<file path="config.mk">
export PLATFORM = sky130hd
export DESIGN_NAME = restoring_divider
export DESIGN_NICKNAME = d
export VERILOG_FILES = /design/src/rtl/restoring_divider.sv
export SDC_FILE = /design/constraint.sdc
export NUM_CORES = 1
export LEC_CHECK = 0
export CORE_MARGIN = 4
export CORE_UTILIZATION = 52
export DETAILED_ROUTE_END_ITERATION = 12
export HOLD_SLACK_MARGIN = 0.1
export PLACE_DENSITY = 0.78
export SETUP_SLACK_MARGIN = 0.02
export SYNTH_ARGS = -nofsm -noshare
export SYNTH_HDL_FRONTEND = slang
export SYNTH_SLANG_ARGS = --single-unit
</file>
<file path="constraint.sdc">
create_clock -name clk -period 2.5 [get_ports clk]
set_input_delay 0.25 -clock clk [delete_from_list [all_inputs] [get_ports clk]]
set_output_delay 0.25 -clock clk [all_outputs]
set_load 0.03 [all_outputs]
</file>
<file path="src/rtl/restoring_divider.sv">
// Multi-cycle unsigned restoring divider: one quotient bit per clock, with a
// divide-by-zero shortcut that reports all-ones quotient and the dividend as remainder.
module restoring_divider #(
  parameter int unsigned WIDTH = 4
) (
  input  logic             clk,
  input  logic             rst,
  input  logic             start,
  input  logic [WIDTH-1:0] dividend,
  input  logic [WIDTH-1:0] divisor,
  output logic [WIDTH-1:0] quotient,
  output logic [WIDTH-1:0] remainder,
  output logic             busy,
  output logic             done,
  output logic             div_by_zero
);

  localparam int unsigned CntW = $clog2(WIDTH + 1);

  typedef enum logic [1:0] {
    StIdle = 2'b00,
    StCalc = 2'b01,
    StDone = 2'b10
  } state_e;

  state_e           state_q;
  logic [WIDTH-1:0] rem_q;
  logic [WIDTH-1:0] quo_q;
  logic [WIDTH-1:0] div_q;
  logic [CntW-1:0]  cnt_q;

  logic [WIDTH:0]   r_sh;
  logic [WIDTH-1:0] diff;
  logic             ge;
  logic [WIDTH-1:0] rem_nxt;
  logic [WIDTH-1:0] quo_nxt;

  // One restoring step. The true difference is below the divisor whenever it is
  // kept, so a WIDTH-bit subtraction is exact in that case.
  always_comb begin
    r_sh    = {rem_q, quo_q[WIDTH-1]};
    diff    = r_sh[WIDTH-1:0] - div_q;
    ge      = (r_sh >= {1'b0, div_q});
    rem_nxt = ge ? diff : r_sh[WIDTH-1:0];
    quo_nxt = {quo_q[WIDTH-2:0], ge};
  end

  always_ff @(posedge clk or posedge rst) begin
    if (rst) begin
      state_q     <= StIdle;
      rem_q       <= '0;
      quo_q       <= '0;
      div_q       <= '0;
      cnt_q       <= '0;
      quotient    <= '0;
      remainder   <= '0;
      busy        <= 1'b0;
      done        <= 1'b0;
      div_by_zero <= 1'b0;
    end else begin
      unique case (state_q)
        StIdle, StDone: begin
          state_q <= StIdle;
          busy    <= 1'b0;
          done    <= 1'b0;
          if (start) begin
            if (divisor == '0) begin
              state_q     <= StDone;
              done        <= 1'b1;
              quotient    <= '1;
              remainder   <= dividend;
              div_by_zero <= 1'b1;
            end else begin
              state_q <= StCalc;
              busy    <= 1'b1;
              rem_q   <= '0;
              quo_q   <= dividend;
              div_q   <= divisor;
              cnt_q   <= CntW'(WIDTH);
            end
          end
        end
        StCalc: begin
          rem_q <= rem_nxt;
          quo_q <= quo_nxt;
          cnt_q <= cnt_q - 1'b1;
          if (cnt_q == CntW'(1)) begin
            state_q     <= StDone;
            busy        <= 1'b0;
            done        <= 1'b1;
            quotient    <= quo_nxt;
            remainder   <= rem_nxt;
            div_by_zero <= 1'b0;
          end
        end
        default: begin
          state_q <= StIdle;
          busy    <= 1'b0;
          done    <= 1'b0;
        end
      endcase
    end
  end

endmodule

</file>
Yosys cells after proc, flatten, opt, wreduce, memory -nomap -nowiden. Cells that the tools add are included. W data, S select, Z words.

Add/subtract/negate cells: 2. Order comparisons: 1. Eq/ne operators: 7. Muxes and demuxes: 33. Bitwise logic cells: 1. Reduce and logical (&&, ||, !) cells: 7.

Operators with widths (number): $mux W4 (11); $pmux W4 S2 (4); $mux W1 (8); $ne A2 B2 Y1 const B (4); $mux W2 (3); $mux W3 (2); $pmux W1 S2 (3); $pmux W3 S2 (1); $reduce_and A3 Y1 (2); $ge A5 B4 Y1 (1); $logic_not A4 Y1 (1); $pmux W2 S2 (1); $reduce_and A4 Y1 (1); $sub A4 B4 Y4 (1); $eq A3 B1 Y1 const B (1); $sub A3 B1 Y3 const B (1); $eq A2 B1 Y1 const B (1); $eq A2 B2 Y1 const B (1); $logic_not A2 Y1 (1); $reduce_bool A2 Y1 (1); $reduce_or A2 Y1 (1); $not A1 Y1 (1).

Flip-flop bits (word level): 28. Bits of input ports: 11. Output and inout bits: 11. Word-level logic and storage cells: 61.

Longest topological paths before layout.
Depth after elaboration: 4. Mapped depth: 8. Gate-level depth less buffers: 7.

Worst setup path before layout. No wires, ideal clock.

Kind: register -> register. Start point: reg quo_q[3]. End point: reg remainder[2]. Setup time: 0.082 ns. Arrival time: 1.692 ns. Required time: 2.418 ns. Slack: 0.726 ns. Stages on the path, launching flop included: 8. Buffers on the path: 0. Period minus slack after synthesis: 1.774 ns. Cell sequence: dfrtp_1 -> inv_1 -> ha_1 -> nand2b_1 -> a21oi_1 -> a22o_1 -> mux2_2 -> a31oi_1.

Longest elaborated chain between the ends: 4. Elaborated cells on any way between the ends: 5. Classes of those cells: add/sub (1); order compare (1); mux (3).

Ends and longest elaborated chain: start: declaration (RTL line 28) `logic [WIDTH-1:0] quo_q;`; start signal: assignment (RTL line 77) `quo_q <= dividend;`; start signal: assignment (RTL line 85) `quo_q <= quo_nxt;`; $sub A4 B4 Y4 or $ge A5 B4 Y1 (tied branches) (RTL line 42, 43); $mux W4 * (RTL line 44) `rem_nxt = ge ? diff : r_sh[WIDTH-1:0];`; $mux W4 * (RTL line 87) `if (cnt_q == CntW'(1)) begin`; $pmux W4 S2 * (RTL line 61) `unique case (state_q)`; end signal: assignment (RTL line 71) `remainder <= dividend;`; end signal: assignment (RTL line 92) `remainder <= rem_nxt;`; end: declaration (RTL line 12) `output logic [WIDTH-1:0] remainder,`.

Every way passes the cells marked *; elsewhere a longest branch is shown, timed or not. The select of a mux whose other input is x is not followed. A chain may end at the register's enable or synchronous reset.

Final worst setup path. Ends and elaborated chain as after synthesis.

==> qor.txt <==
==================================================================================================
Via count ...........................................................................         1019
IR Drop Worst-Case VDD ..............................................................     0.778 mV
Area added between synthesis and finish .............................................        19.1%
Kind of launch point of the worst setup path ........................................     register
Final Core Density ..................................................................        0.656
Status .............................................................................. complete, no violations
Commonest register cell after synthesis ............................................. sky130_fd_sc_hd__dfrtp_1
Inserted Clock Buffers ..............................................................            3
Number of nets in the finished design ...............................................          178
Die area ............................................................................     3530 um2
Start-to-end type of the worst setup path ........................................... register to register
Final design instance area without fill .............................................     1640 um2
Number of cells upsized or downsized after cts ......................................            0
Share of the yosys chip area belonging to registers .................................        0.491
CP endpoint kind ....................................................................     register
Number of enable-type register cells in the synthesized netlist .....................            0
Largest net degree at the start of global routing ...................................           28
Starting density of the core ........................................................        0.551
Standard cell area after detailed placement .........................................     1610 um2
Number of distinct library cells after synthesis ....................................           36
Std cell rows .......................................................................           18
Commonest cells after routing, fill and taps aside .................................. 27 x sky130_fd_sc_hd__dfrtp_1, 24 x sky130_fd_sc_hd__nand2_1, 21 x sky130_fd_sc_hd__clkdlybuf4s50_1
Detailed-router iteration count before antenna repair ...............................            4
Max-slew violation count ............................................................            0
Pwr dens ............................................................................  1410 nW/um2
Pin slew with the least headroom to its limit .......................................       603 ps
Clock Sinks .........................................................................           27
Routed length per placed instance ...................................................      14.2 um
Total DRC errors in the routed layout ...............................................            0
Final setup TNS .....................................................................         0 ps
H-Tree Level Count ..................................................................            1
Die Span Y ..........................................................................      59.4 um
Initial drt markers .................................................................           47
Hold-fix buffers at CTS .............................................................            0
Horizontal die dimension ............................................................      59.4 um
Area of the multi-input gates .......................................................      636 um2
Flops & latches, synth ..............................................................           27
Number of antenna-violating nets in the routed design ...............................            0
Number of setup violations in the final report ......................................            0
Highest Clock Rate ..................................................................    0.497 GHz
Fraction of synthesis flops using an asynchronous set or reset pin ..................         1.00
Data arrival at the endpoint of the critical path ...................................      2270 ps
GRT Residual Overflow ...............................................................            0
Count of max-cap constraint violations ..............................................            0
Synth Cell Area .....................................................................     1380 um2
I/O pin count .......................................................................           22
Count of port buffers added during placement ........................................           21
Most common library cell in the layout ignoring fill and taps ....................... sky130_fd_sc_hd__dfrtp_1
Number of nets in the synthesized netlist ...........................................          154
Via density .........................................................................         5.39
FF/Latch Area .......................................................................      676 um2
Gate count of the mapped netlist ....................................................          136
Antenna violations before repair ....................................................            0
All-Layer GR Usage ..................................................................        0.169
Worst clock skew ....................................................................      1.26 ps
HP Class ............................................................................ input pin to asynchronous set/reset pin
Count of warnings emitted by yosys ..................................................            0
Core area ...........................................................................     2500 um2
Clock latency reported for the late side of the worst-skew pair .....................       320 ps
Post-Route WL .......................................................................      2690 um
Clock tree root buffer cell ......................................................... sky130_fd_sc_hd__clkbuf_4
Unrepaired setup endpoints after global routing .....................................           no
Rel. slew slack .....................................................................        0.597
Count of antenna diodes in the layout ...............................................            0
Layout filler cell count ............................................................          211
Post-route worst hold slack .........................................................       253 ps
Clk buf depth .......................................................................            2
Worst Setup Slack post-DPL ..........................................................       507 ps
Final setup slack of the worst path .................................................       487 ps
Vias in the first global route ......................................................          985
Max Fanout on Critical Path .........................................................            6
Final weighted congestion of routability-driven global placement ....................        0.848
Hold Vio Cnt, Final .................................................................            0
Share of post-route cells with drive strength above 1 ...............................        0.113
Leakage Power .......................................................................     0.723 nW
Post-DP HPWL ........................................................................      2070 um
Post-CTS setup buffer count .........................................................            0
Wire length of the first global-routing pass ........................................      4510 um
Data required, critical path ........................................................      2760 ps
Final critical-path required period .................................................      2010 ps
Average cell area after synthesis ...................................................     10.1 um2
Clock transition time at the flip-flop clock pins of the worst setup and hold paths .       150 ps
CTS tree ............................................................................        built
Post-route fraction of the period consumed by the critical path .....................        0.805
==================================================================================================
[per-stage QoR]
step	std cells	total power [mW]
3_3_place_gp	185	2.08
5_1_grt	189	2.50
3_5_place_dp	185	2.13
6_report	189	2.30
2_1_floorplan	136	1.75
4_1_cts	189	2.32
[power by group]
part	switching [mW]	internal, mW
Sequential	0.135	0.643
Clock	0.131	0.0600
Combinational	0.752	0.584
[flip-flops by register name, summed over array words and instances (netlist names)]
name / count
busy: 1
cnt_q: 3
div_by_zero: 1
div_q: 4
done: 1
quo_q: 4
quotient: 4
rem_q: 4
remainder: 4
state_q: 1
[worst max-delay path, cell delays in order (launching register included)]
cell	delay, ps
sky130_fd_sc_hd__dfrtp_1	380
sky130_fd_sc_hd__inv_1	60
sky130_fd_sc_hd__ha_1	300
sky130_fd_sc_hd__nand2b_1	140
sky130_fd_sc_hd__a21oi_1	200
sky130_fd_sc_hd__a22o_1	330
sky130_fd_sc_hd__mux2_2	380
sky130_fd_sc_hd__a31oi_1	150
[cells in the mapped netlist (2+ instances only)]
| cell | instances | share of area |
|---|---|---|
| sky130_fd_sc_hd__clkbuf_1 | 2 | 0.0055 |
| sky130_fd_sc_hd__nor2_2 | 2 | 0.0091 |
| sky130_fd_sc_hd__ha_1 | 6 | 0.055 |
| sky130_fd_sc_hd__nor2b_1 | 4 | 0.018 |
| sky130_fd_sc_hd__o22a_2 | 3 | 0.022 |
| sky130_fd_sc_hd__mux2i_1 | 4 | 0.029 |
| sky130_fd_sc_hd__o21a_1 | 2 | 0.011 |
| sky130_fd_sc_hd__o22ai_1 | 2 | 0.0091 |
| sky130_fd_sc_hd__nor3_1 | 3 | 0.011 |
| sky130_fd_sc_hd__inv_1 | 8 | 0.022 |
| sky130_fd_sc_hd__nor2_1 | 10 | 0.027 |
| sky130_fd_sc_hd__dfrtp_1 | 27 | 0.49 |
| sky130_fd_sc_hd__a21oi_1 | 3 | 0.011 |
| sky130_fd_sc_hd__o21ai_0 | 11 | 0.040 |
| sky130_fd_sc_hd__a31oi_1 | 3 | 0.014 |
| sky130_fd_sc_hd__nand2_1 | 24 | 0.065 |
| sky130_fd_sc_hd__buf_6 | 2 | 0.016 |
| sky130_fd_sc_hd__mux2_2 | 2 | 0.016 |
[kinds of logic (layout without fill, tap and decap cells)]
group                    Yosys count  count (layout)  synth area share
AND/OR/NAND/NOR                   51              51             0.185
buffers and inverters             13              36            0.0473
multiplexers                       6               6            0.0455
XOR/XNOR                           2               2            0.0127
AO/OA/AOI/OAI                     30              30             0.149
adder cells (fa/ha/maj)            7               7            0.0691
flip-flops                        27              27             0.491
[per-layer routing]
| layer | vias up | track usage | routed length, um |
|---|---|---|---|
| li1 | 507 | - | - |
| met1 | 484 | 0.229 | 1230 |
| met2 | 24 | 0.275 | 1330 |
| met3 | 4 | 0.0240 | 102 |
| met4 | 0 | 0.0583 | 24 |
| met5 | - | 0 | 0 |
[final timing paths]
path / from / endpoint / slack, ps / depth (start not counted)
worst min register to register: quotient[2] / quotient[2] / 510 / 1
worst max-delay path: quo_q[3] / remainder[2] / 490 / 7
worst min-delay path: rst / quotient[0] / 250 / 3
max in group asynchronous: rst / div_q[3] / 2000 / 3
min in group clk: quotient[2] / quotient[2] / 510 / 1
worst max register to register: quo_q[3] / remainder[2] / 490 / 7
[cell type report]
type,count,area share
Multi-Input combinational cell,96,0.388
Clock inverter,1,0.00305
Sequential cell,27,0.412
Inverter,8,0.0183
Tap cell,30,0.0229
Timing Repair Buffer,24,0.142
Clock buffer,3,0.0137
Power figures use the tool's default switching activity.
